===== src/rtl/mux2_rr_scheduler.sv =====
// mux2_rr_scheduler: two-lane round-robin byte scheduler for the PHY TX chain.
// Each input lane is buffered in a DEPTH-entry FIFO. Every clk_4f cycle at
// most one lane is popped onto a shared registered byte path. When both lanes
// hold data, the lane that was not popped last wins.
//
// Optional build macro: MUX2_RR_IDLE_PATTERN_EN
//   defined   : Salida shows IDLE_BYTE on every cycle without a pop and at reset
//   undefined : Salida holds the last popped byte (0 after reset)
//
// Ports:
//   clk_4f                  single clock, rising edge
//   reset                   asynchronous active-low reset
//   Entrada0/validEntrada0  lane 0 byte and valid
//   Entrada1/validEntrada1  lane 1 byte and valid
//   stall                   downstream not ready; no pop this cycle
//   Salida                  registered output byte
//   validsalida             registered; Salida carries a byte popped at the last edge
//   sel                     registered; lane that produced Salida
//   full0/full1             FIFO holds DEPTH entries (combinational from count)
//   overflow0/overflow1     sticky; a byte of that lane was dropped
module mux2_rr_scheduler #(
  parameter int unsigned DEPTH     = 4,
  parameter logic [7:0]  IDLE_BYTE = 8'hBC
) (
  input  logic       clk_4f,
  input  logic       reset,
  input  logic [7:0] Entrada0,
  input  logic       validEntrada0,
  input  logic [7:0] Entrada1,
  input  logic       validEntrada1,
  input  logic       stall,
  output logic [7:0] Salida,
  output logic       validsalida,
  output logic       sel,
  output logic       full0,
  output logic       full1,
  output logic       overflow0,
  output logic       overflow1
);

  localparam int unsigned DW = 8;
  localparam int unsigned NL = 2;
  localparam int unsigned AW = (DEPTH > 1) ? $clog2(DEPTH) : 1;
  localparam int unsigned CW = AW + 1;

`ifdef MUX2_RR_IDLE_PATTERN_EN
  localparam logic [DW-1:0] SALIDA_RST = IDLE_BYTE;
`else
  localparam logic [DW-1:0] SALIDA_RST = '0;
  // IDLE_BYTE only matters in the idle-pattern build.
  logic [DW-1:0] idle_byte_unused;
  assign idle_byte_unused = IDLE_BYTE;
`endif

  logic [DW-1:0] mem  [NL][DEPTH];
  logic [AW-1:0] rptr [NL];
  logic [AW-1:0] wptr [NL];
  logic [CW-1:0] cnt  [NL];

  // Round-robin pointer: lane popped most recently.
  logic last;

  logic [NL-1:0]         vin_c;
  logic [NL-1:0][DW-1:0] din_c;
  logic [NL-1:0]         full_c;
  logic [NL-1:0]         nempty_c;
  logic [NL-1:0]         pop_c;
  logic [NL-1:0]         push_c;
  logic [NL-1:0]         drop_c;
  logic                  pop_any_c;
  logic                  pop_lane_c;
  logic [DW-1:0]         head_c;

  assign vin_c = {validEntrada1, validEntrada0};
  assign din_c = {Entrada1, Entrada0};

  // Arbitration on pre-edge FIFO state; push accepted when a same-cycle pop frees a slot.
  always_comb begin
    full_c     = '0;
    nempty_c   = '0;
    pop_c      = '0;
    push_c     = '0;
    drop_c     = '0;
    pop_any_c  = 1'b0;
    pop_lane_c = 1'b0;
    for (int i = 0; i < NL; i++) begin
      full_c[i]   = (cnt[i] == CW'(DEPTH));
      nempty_c[i] = (cnt[i] != '0);
    end
    pop_any_c  = !stall && (|nempty_c);
    pop_lane_c = (&nempty_c) ? ~last : nempty_c[1];
    if (pop_any_c) begin
      pop_c[pop_lane_c] = 1'b1;
    end
    for (int i = 0; i < NL; i++) begin
      push_c[i] = vin_c[i] && (!full_c[i] || pop_c[i]);
      drop_c[i] = vin_c[i] && full_c[i] && !pop_c[i];
    end
    head_c = mem[pop_lane_c][rptr[pop_lane_c]];
  end

  assign full0 = full_c[0];
  assign full1 = full_c[1];

  // FIFO storage; contents are don't-care while the lane is empty.
  always_ff @(posedge clk_4f) begin
    for (int i = 0; i < NL; i++) begin
      if (push_c[i]) begin
        mem[i][wptr[i]] <= din_c[i];
      end
    end
  end

  // FIFO pointers and occupancy; pointers wrap naturally since DEPTH is a power of two.
  always_ff @(posedge clk_4f or negedge reset) begin
    if (!reset) begin
      for (int i = 0; i < NL; i++) begin
        rptr[i] <= '0;
        wptr[i] <= '0;
        cnt[i]  <= '0;
      end
    end else begin
      for (int i = 0; i < NL; i++) begin
        if (push_c[i]) begin
          wptr[i] <= wptr[i] + AW'(1);
        end
        if (pop_c[i]) begin
          rptr[i] <= rptr[i] + AW'(1);
        end
        case ({push_c[i], pop_c[i]})
          2'b10:   cnt[i] <= cnt[i] + CW'(1);
          2'b01:   cnt[i] <= cnt[i] - CW'(1);
          default: cnt[i] <= cnt[i];
        endcase
      end
    end
  end

  // Output byte path, round-robin pointer and sticky overflow flags.
  always_ff @(posedge clk_4f or negedge reset) begin
    if (!reset) begin
      Salida      <= SALIDA_RST;
      validsalida <= 1'b0;
      sel         <= 1'b0;
      last        <= 1'b1;
      overflow0   <= 1'b0;
      overflow1   <= 1'b0;
    end else begin
      overflow0 <= overflow0 | drop_c[0];
      overflow1 <= overflow1 | drop_c[1];
      if (pop_any_c) begin
        Salida      <= head_c;
        sel         <= pop_lane_c;
        validsalida <= 1'b1;
        last        <= pop_lane_c;
      end else begin
        validsalida <= 1'b0;
`ifdef MUX2_RR_IDLE_PATTERN_EN
        Salida      <= IDLE_BYTE;
`endif
      end
    end
  end

endmodule


===== config.mk =====
export PLATFORM = sky130hd
export DESIGN_NAME = mux2_rr_scheduler
export DESIGN_NICKNAME = d
export VERILOG_FILES = /design/src/rtl/mux2_rr_scheduler.sv
export SDC_FILE = /design/constraint.sdc
export NUM_CORES = 1
export LEC_CHECK = 0
export CORE_AREA = 5 5 131 133
export CTS_CLUSTER_DIAMETER = 120
export DETAILED_ROUTE_END_ITERATION = 6
export DIE_AREA = 0 0 136 138
export SLEW_MARGIN = 20
export SYNTH_ARGS = -nofsm -noshare
export SYNTH_HDL_FRONTEND = slang
export SYNTH_SLANG_ARGS = --single-unit

===== constraint.sdc =====
create_clock -name clk_4f -period 6.9 [get_ports clk_4f]
set_clock_uncertainty 0.1 [all_clocks]
set_input_delay 1.725 -clock clk_4f [delete_from_list [all_inputs] [get_ports clk_4f]]
set_output_delay 1.725 -clock clk_4f [all_outputs]
set_load 0.01 [all_outputs]

Word-level counts from Yosys, hierarchy flattened --
Memories as Yosys holds them, arrays and structs flattened. Index checks and enable logic that the tools add are counted. W data, S select, Z words.
Operators by class: mux-type cells 21, reductions and logical operators 23, equality and inequality tests 6, $lt $le $gt $ge 8, add/subtract/negate cells 8, bitwise gates (word level) 7
Operators with widths (number):
- $mux W32 | 2
- $demux W8 S2 | 2
- $mux W8 | 4
- $bmux W8 S2 | 1
- $pmux W3 S2 | 2
- $logic_and A1 B1 Y1 | 10
- $ge A3 B3 Y1 const B | 3
- $not A2 Y3 | 3
- $add A2 B1 Y2 const B | 4
- $mux W2 | 4
- $add A3 B1 Y3 const B | 2
- $eq A3 B3 Y1 const B | 2
- $lt A3 B1 Y1 const B | 2
- $reduce_bool A3 Y1 | 2
- $sub A3 B1 Y3 const B | 2
- $logic_not A1 Y1 | 5
- $mux W1 | 5
- $eq A2 B1 Y1 const B | 2
- $eq A2 B2 Y1 const B | 2
- $reduce_bool A2 Y1 | 2
- $ge A2 B2 Y1 const B | 1
- $logic_or A1 B1 Y1 | 2
- $lt A1 B2 Y1 const B | 1
- $not A1 Y2 | 1
- other kinds (6) | 7
Storage, ports and cells: memory bits (writable) 64, memories 1, flip-flop bits (word level) 27
Memories:
- mem | depth 2, bits a word 32, read ports 1, clocked after Yosys merged registers in 0, write ports 2, RTL line 55 | logic [DW-1:0] mem [NL][DEPTH];

Logic depth before layout (Yosys ltp) --
Gate-level depths: netlist of the first run.
depth in word-level cells 12, mapped depth 11, mapped depth without buffers 11

Worst setup path before layout of the first run --
No wires, ideal clock.
path type input port to flip-flop, start point input port stall, end point register cnt[5] (netlist bit), data arrival time 3.270 ns, required time 6.721 ns, path buffers 1, setup slack 3.451 ns, stages on the path 10, cell sequence buf_2 o21ai_0 and2_2 inv_1 ha_1 inv_1 fa_1 xor2_1 nor2_1 xor2_1
On the way: cells in the longest elaborated chain, start to end 7, elaborated cells between the ends (all ways) 9, classes of those cells eq/ne (2); mux (2); reduce/logical (5)
Ends and longest elaborated chain:
- start, declared | RTL line 31 | input logic stall,
- $logic_not A1 Y1 (*) | RTL line 90 | pop_any_c = !stall && (|nempty_c);
- $logic_and A1 B1 Y1 (*) | RTL line 90
- $mux W2 (*) | RTL line 92 | if (pop_any_c) begin
- $logic_or A1 B1 Y1 | RTL line 96 | push_c[i] = vin_c[i] && (!full_c[i] || pop_c[i]);
- $logic_and A1 B1 Y1 | RTL line 96
- $eq A2 B1 Y1 / $eq A2 B2 Y1 (equally long branches) | RTL line 130 | case ({push_c[i], pop_c[i]})
- $pmux W3 S2 / $reduce_bool A2 Y1 (equally long branches)
- end signal, assigned by index | RTL line 131 | 2'b10: cnt[i] <= cnt[i] + CW'(1);
- end signal, assigned by index | RTL line 132 | 2'b01: cnt[i] <= cnt[i] - CW'(1);
- end signal, assigned by index | RTL line 133 | default: cnt[i] <= cnt[i];
- end, declared | RTL line 58 | logic [CW-1:0] cnt [NL];
Every way passes the cells marked *; elsewhere a longest branch is shown, timed or not. A chain may end at the register's enable or synchronous reset.

Worst setup path in the final report of the first run --
Same ends and word-level chain as after synthesis.

==> out/metrics.csv, run 1 <==
metric,value,unit
setup_tns,0,ns
regToRegEndpoint,cnt[1]$_DFFE_PN0P_,
yosysWarnings,0,
clkPwrFrac,24.5,%
synth_area_leader_cell,edfxtp_1,
power,2.035,mW
max-cap-violations,0,
setup_viol,0,
postCtsSetupBuffers,0,
p_seq_share,44.1,%
p_int,1.358,mW
n_antenna_cell,0,
nets,320,
maxSlewViolCount,0,
grt_pass1_vias,2188,
vias,2083,
ys_seq_area_share,66.78,%
synth_cells,254,
post_synth.cell_area_avg,15.32,sq um
cp.required,7.05,ns
initial_utilization,24.77,%
first_iter_violations,183,
cts_tree,done,
ys_types,47,
ctsResizeCount,0,
io_pins,35,
syn_nets,286,
portBuffers,34,
grt.total_usage,8.595,%
worstMarginPinSlew,1.041,ns
rsz0062_at_grt,no,
synth_top_cell_area_share,49.39,%
clock-sinks,91,
yosys-top-cells-area,"edfxtp_1 (49%), dfrtp_1 (17%), mux2i_1 (3.6%)",
drive_above_1_share,12.29,%
dr.pass1.iters,4,
period_needed,3.817,ns
grt_pass1_wl,12.38,mm
wire_per_inst,15.06,um
hold_viol_final,0,
insertion_delay,0.34,ns
vdd_drop_max,190.4,uV
clk_pin_slew,0.06,ns
r2r_start,cnt[4]$_DFFE_PN0P_,
n_fill_cell,1561,
reg2reg_slack,3.92,ns
top_usage_layer,met2,
cts_hold_buf,0,
die_area,18770,sq um
h-tree-depth,3,
cp-start-kind,input pin,
max_freq,0.2620,GHz
hold_start,overflow1$_DFF_PN0_,
hpwl,5.560,mm
ff2ff_path_depth,8,
drt_wl_total,7.667,mm
viasPerCell,4.092,
synth_area,3891,sq um
power_switching,0.6764,mW
crit_fanout,9,
status,completed,
die_height,138,um
grt_use_met3,3.084,%
clock_path_buffers,2,
overflow,0,
arrival,3.97,ns
grt_max_degree,28,
die_w,136,um
drc_errors,0,
endpoint_kind,flop,
hold_class,flop to flop,
row_count,46,
use_met1,12.26,%
power_density,430.4,nW/um^2
gp_congestion,0.7737,
period_share,55.32,%
root_buffer,clkbuf_16,
swShare,33.24,%
power.leakage,1.709,nW
worstSetupPathType,input pin to flop,
syn_to_final_growth,21.48,%
comb_power_share,31.4,%
antenna_found_initial,0,
slew_headroom,30.62,%
ant_nets,0,
ys_seq_elements,91,
hold_depth,1,
gr-usage-met2,12.62,%
placeableCoreArea,15710,sq um
cts_buffers,9,
crit_start,stall,
hold_end,overflow1$_DFF_PN0_,
-- cells by family after synthesis --
kind of cell	share of synthesized area, %
adder cells (fa/ha/maj)	3.923
XOR/XNOR	2.251
multiplexers	9.100
AO/OA/AOI/OAI	7.331
buffers and inverters	3.505
flip-flops	66.78
AND/OR/NAND/NOR	7.106
-- power by group through the flow --
stage	registers, mW	clock network (mW)	logic (mW)
detailed placement	0.910	0	0.647
CTS	0.901	0.509	0.653
finish	0.897	0.498	0.639
global placement	0.906	0	0.633
floorplan	0.835	0	0.525
global route	0.921	0.536	0.721
-- synthesized netlist by cell type, drive strengths merged --
master / count
a21o: 3
dfstp: 1
a221oi: 1
a31oi: 1
buf: 11
nand3b: 1
nor3: 3
o211ai: 3
clkbuf: 1
inv: 14
nor4b: 1
nor2: 8
ha: 9
o21a: 1
and3: 5
or2: 1
nor2b: 4
nand2b: 2
o21ai: 11
mux2: 7
xor2: 4
nand2: 14
fa: 2
o21bai: 3
a221o: 2
mux4: 6
a211oi: 6
dfrtp: 26
and2: 6
a21oi: 3
mux2i: 14
edfxtp: 64
o32ai: 1
nor3b: 4
o31ai: 1
a311oi: 3
xnor2: 6
o32a: 1
-- cell usage in the layout (no fill, tap or decap), types with 2 or more instances in the layout --
cell | netlist | routed
edfxtp_1 | 64 | 64
o21ai_0 | 8 | 8
nand2_1 | 14 | 14
o211ai_1 | 3 | 3
mux2i_1 | 14 | 14
nor2_1 | 8 | 8
xnor2_1 | 6 | 6
nor3b_1 | 3 | 3
inv_6 | 0 | 3
a221o_1 | 2 | 2
mux4_2 | 6 | 6
clkbuf_16 | 0 | 9
a21oi_1 | 3 | 3
and2_1 | 4 | 4
a211oi_1 | 6 | 6
a311oi_1 | 3 | 3
nor2b_1 | 4 | 4
fa_1 | 2 | 2
nor3_1 | 2 | 2
ha_1 | 9 | 9
dfrtp_1 | 26 | 26
o21ai_1 | 3 | 3
inv_1 | 14 | 14
and3_1 | 5 | 5
nand2b_1 | 2 | 2
mux2_2 | 7 | 7
clkdlybuf4s50_1 | 0 | 34
a21o_1 | 3 | 3
o21bai_1 | 3 | 3
xor2_1 | 4 | 4
-- flip-flops by register name, indices dropped and copies added, names as in the netlist --
register,cells
mem,64
Salida,8
cnt,6
rptr,4
wptr,4
last,1
overflow0,1
overflow1,1
sel,1
validsalida,1
-- how the worst max path moves through the flow --
stage | endpoint | cells past startpoint
2_1_floorplan | cnt[5]$_DFFE_PN0P_ | 10
3_3_place_gp | cnt[5]$_DFFE_PN0P_ | 10
3_5_place_dp | cnt[5]$_DFFE_PN0P_ | 10
4_1_cts | cnt[5]$_DFFE_PN0P_ | 10
5_1_grt | cnt[5]$_DFFE_PN0P_ | 10
6_report | cnt[5]$_DFFE_PN0P_ | 10
-- final cells by class --
| type | instances | area (sq um) | area share, % |
|---|---|---|---|
| clock buffer | 10 | 229.0 | 4.844 |
| inverter | 14 | 52.55 | 1.112 |
| clock inverter | 6 | 72.57 | 1.535 |
| multi-input combinational | 137 | 1156 | 24.46 |
| sequential | 91 | 2599 | 54.98 |
| timing repair buffer | 35 | 347.8 | 7.358 |
| tap | 216 | 270.3 | 5.717 |
-- routing by layer --
metal	up-vias	part of all wire (%)
li1	1004	-
met2	52	46
met4	0	0.52
met1	1022	48
met3	5	6.2
met5	-	0
-- critical path, stage by stage --
cell,delay (ns)
clkdlybuf4s50_1,0.67
o21ai_0,0.24
and2_2,0.28
inv_1,0.06
ha_1,0.17
inv_1,0.06
fa_1,0.37
xor2_1,0.15
nor2_1,0.10
xor2_1,0.15
-- metrics by stage --
stage	setup WS (ns)	hold slack (ns)	util [%]	cells	instance area (sq um)
2_1_floorplan	3.451	0.3793	-	254	3891
3_3_place_gp	2.824	0.3749	28.17	493	4425
3_5_place_dp	2.725	0.3686	28.17	493	4425
4_1_cts	3.061	0.3831	30.08	509	4727
5_1_grt	2.861	0.4161	30.08	509	4727
6_report	3.083	0.3755	30.08	509	4727
(Power assumes the default switching activity.)
==> inputs of run 2 (changes only) <==
Clock period 6.9 ns to 3.6 ns, I/O delays scaled along.
==> out/metrics.csv, run 2 (synthesis results as in run 1) <==
metric,value,unit,change
status,completed,,unchanged
root_buffer,clkbuf_16,,unchanged
power,3.856,mW,was 2.035 mW
io_pins,35,,unchanged
initial_utilization,24.77,%,unchanged
die_height,138,um,unchanged
drt_wl_total,7.499,mm,was 7.667 mm
power_density,814.7,nW/um^2,was 430.4 nW/um^2
cp-start-kind,input pin,,unchanged
hold_start,overflow1$_DFF_PN0_,,unchanged
vdd_drop_max,311.1,uV,was 190.4 uV
viasPerCell,4.146,,was 4.092
ctsResizeCount,0,,unchanged
hold_class,flop to flop,,unchanged
first_iter_violations,129,,was 183
max_freq,0.3653,GHz,
endpoint_kind,flop,,unchanged
final_cells,512,,was 509
fin_util,30.12,%,was 30.08%
syn_to_final_growth,21.64,%,was 21.48%
slowest_delay,0.49,ns,was 0.67 ns
drc_errors,0,,unchanged
max-cap-violations,0,,unchanged
layout_common_cells,"edfxtp_1 (64), clkdlybuf4s50_1 (34), dfrtp_1 (26)",,unchanged
reg2reg_slack,1.10,ns,was 3.92 ns
wire_per_inst,14.65,um,was 15.06 um
grt.total_usage,8.610,%,was 8.595%
rsz0062_at_grt,no,,unchanged
final_common_cell,edfxtp_1,,unchanged
cts_buffers,9,,unchanged
dr.pass1.iters,4,,unchanged
hpwl,5.433,mm,was 5.560 mm
power.leakage,1.716,nW,was 1.709 nW
slew_headroom,46.43,%,was 30.62%
clock_path_buffers,2,,unchanged
setup_viol,0,,unchanged
hold_viol_final,0,,unchanged
timing.hold.ws,0.3794,ns,was 0.3755 ns
portBuffers,34,,unchanged
worstMarginPinSlew,0.8035,ns,was 1.041 ns
die_area,18770,sq um,unchanged
antenna_found_initial,0,,unchanged
insertion_delay,0.34,ns,about the same
period_needed,2.737,ns,
grt_pass1_wl,12.19,mm,was 12.38 mm
multi_input_area,1156,sq um,unchanged
overflow,0,,unchanged
ant_nets,0,,unchanged
worstSetupPathType,input pin to flop,,unchanged
seqCellArea,2599,sq um,unchanged
cp.required,3.76,ns,was 7.05 ns
grt_max_degree,28,,unchanged
largest_reg_flops,64,,unchanged
nets,323,,was 320
cts_hold_buf,0,,unchanged
regToRegEndpoint,cnt[1]$_DFFE_PN0P_,,unchanged
arrival,2.90,ns,was 3.97 ns
drive_above_1_share,13.51,%,was 12.29%
h-tree-depth,3,,unchanged
ff2ff_path_depth,9,,was 8
postCtsSetupBuffers,0,,unchanged
period_share,76.03,%,
die_w,136,um,unchanged
crit_fanout,5,,was 9
row_count,46,,unchanged
vias,2123,,was 2083
placeableCoreArea,15710,sq um,unchanged
crit_buf_inv,3,,unchanged
gp_congestion,0.7256,,was 0.7737
cpLargestDelayFamily,buffers and inverters,,unchanged
worstPathCellList,clkdlybuf4s50_1 > o21ai_0 > and2_2 > inv_1 > ha_1 > inv_1 > fa_1 > xor2_1 > nor2_1 > xor2_1,,unchanged
n_fill_cell,1564,,was 1561
n_antenna_cell,0,,unchanged
dp.cells,496,,was 493
clk_pin_slew,0.07,ns,was 0.06 ns
slowest_stage,clkdlybuf4s50_1,,unchanged
hold_depth,1,,unchanged
hold_end,overflow1$_DFF_PN0_,,unchanged
grt_pass1_vias,2247,,was 2188
maxSlewViolCount,0,,unchanged
r2r_start,cnt[4]$_DFFE_PN0P_,,unchanged
clock-sinks,91,,unchanged
cts_tree,done,,unchanged
setup_tns,0,ns,unchanged
[run 2: power by group]
group	internal, mW	total, mW	switching, mW
Combinational	0.627	1.25	0.623
Clock	0.480	0.893	0.414
Sequential	1.44	1.71	0.271
Total	2.55	3.86	1.31
[run 2: layout make-up]
type / instances / area share [%]
clock buffer: 9 / 4.758
clock inverter: 7 / 1.269
inverter: 14 / 1.110
multi-input combinational: 137 / 24.43
sequential: 91 / 54.90
tap: 216 / 5.710
timing repair buffer: 38 / 7.824
[run 2: stage by stage]
step / setup slack, ns / instance area [sq um]
floorplan: 0.9758 / 3891
global placement: 0.5650 / 4448
detailed placement: 0.5145 / 4448
CTS: 0.8753 / 4733
global route: 0.6341 / 4733
finish: 0.8629 / 4733
[run 2: layer usage]
layer | GRT usage (%) | vias up | wire length [um]
met2 | 12.65 | 46 | 3439
met3 | 3.338 | 10 | 471
met4 | 2.918 | 0 | 117
li1 | - | 1013 | -
met5 | 0 | - | 0
met1 | 11.62 | 1054 | 3471
[run 2: worst reg2reg max path: cells and delay by family, from the launching register on]
| family | cells | cell delay [ns] |
|---|---|---|
| buffers and inverters | 2 | 0.35 |
| DFF | 1 | 0.42 |
| AOI/OAI and AO/OA | 3 | 0.45 |
| and+or+nand+nor | 3 | 0.65 |
| adders and majority gates | 1 | 0.46 |
[run 2: worst max-delay path by stage]
| stage | from | endpoint | slack (ns) | cells after the start |
|---|---|---|---|---|
| 6_report | stall | cnt[5]$_DFFE_PN0P_ | 0.86 | 10 |
| 4_1_cts | stall | cnt[5]$_DFFE_PN0P_ | 0.88 | 10 |
| 5_1_grt | stall | cnt[1]$_DFFE_PN0P_ | 0.63 | 8 |
| 3_5_place_dp | stall | cnt[5]$_DFFE_PN0P_ | 0.51 | 10 |
| 2_1_floorplan | stall | cnt[5]$_DFFE_PN0P_ | 0.98 | 10 |
| 3_3_place_gp | stall | cnt[5]$_DFFE_PN0P_ | 0.56 | 10 |
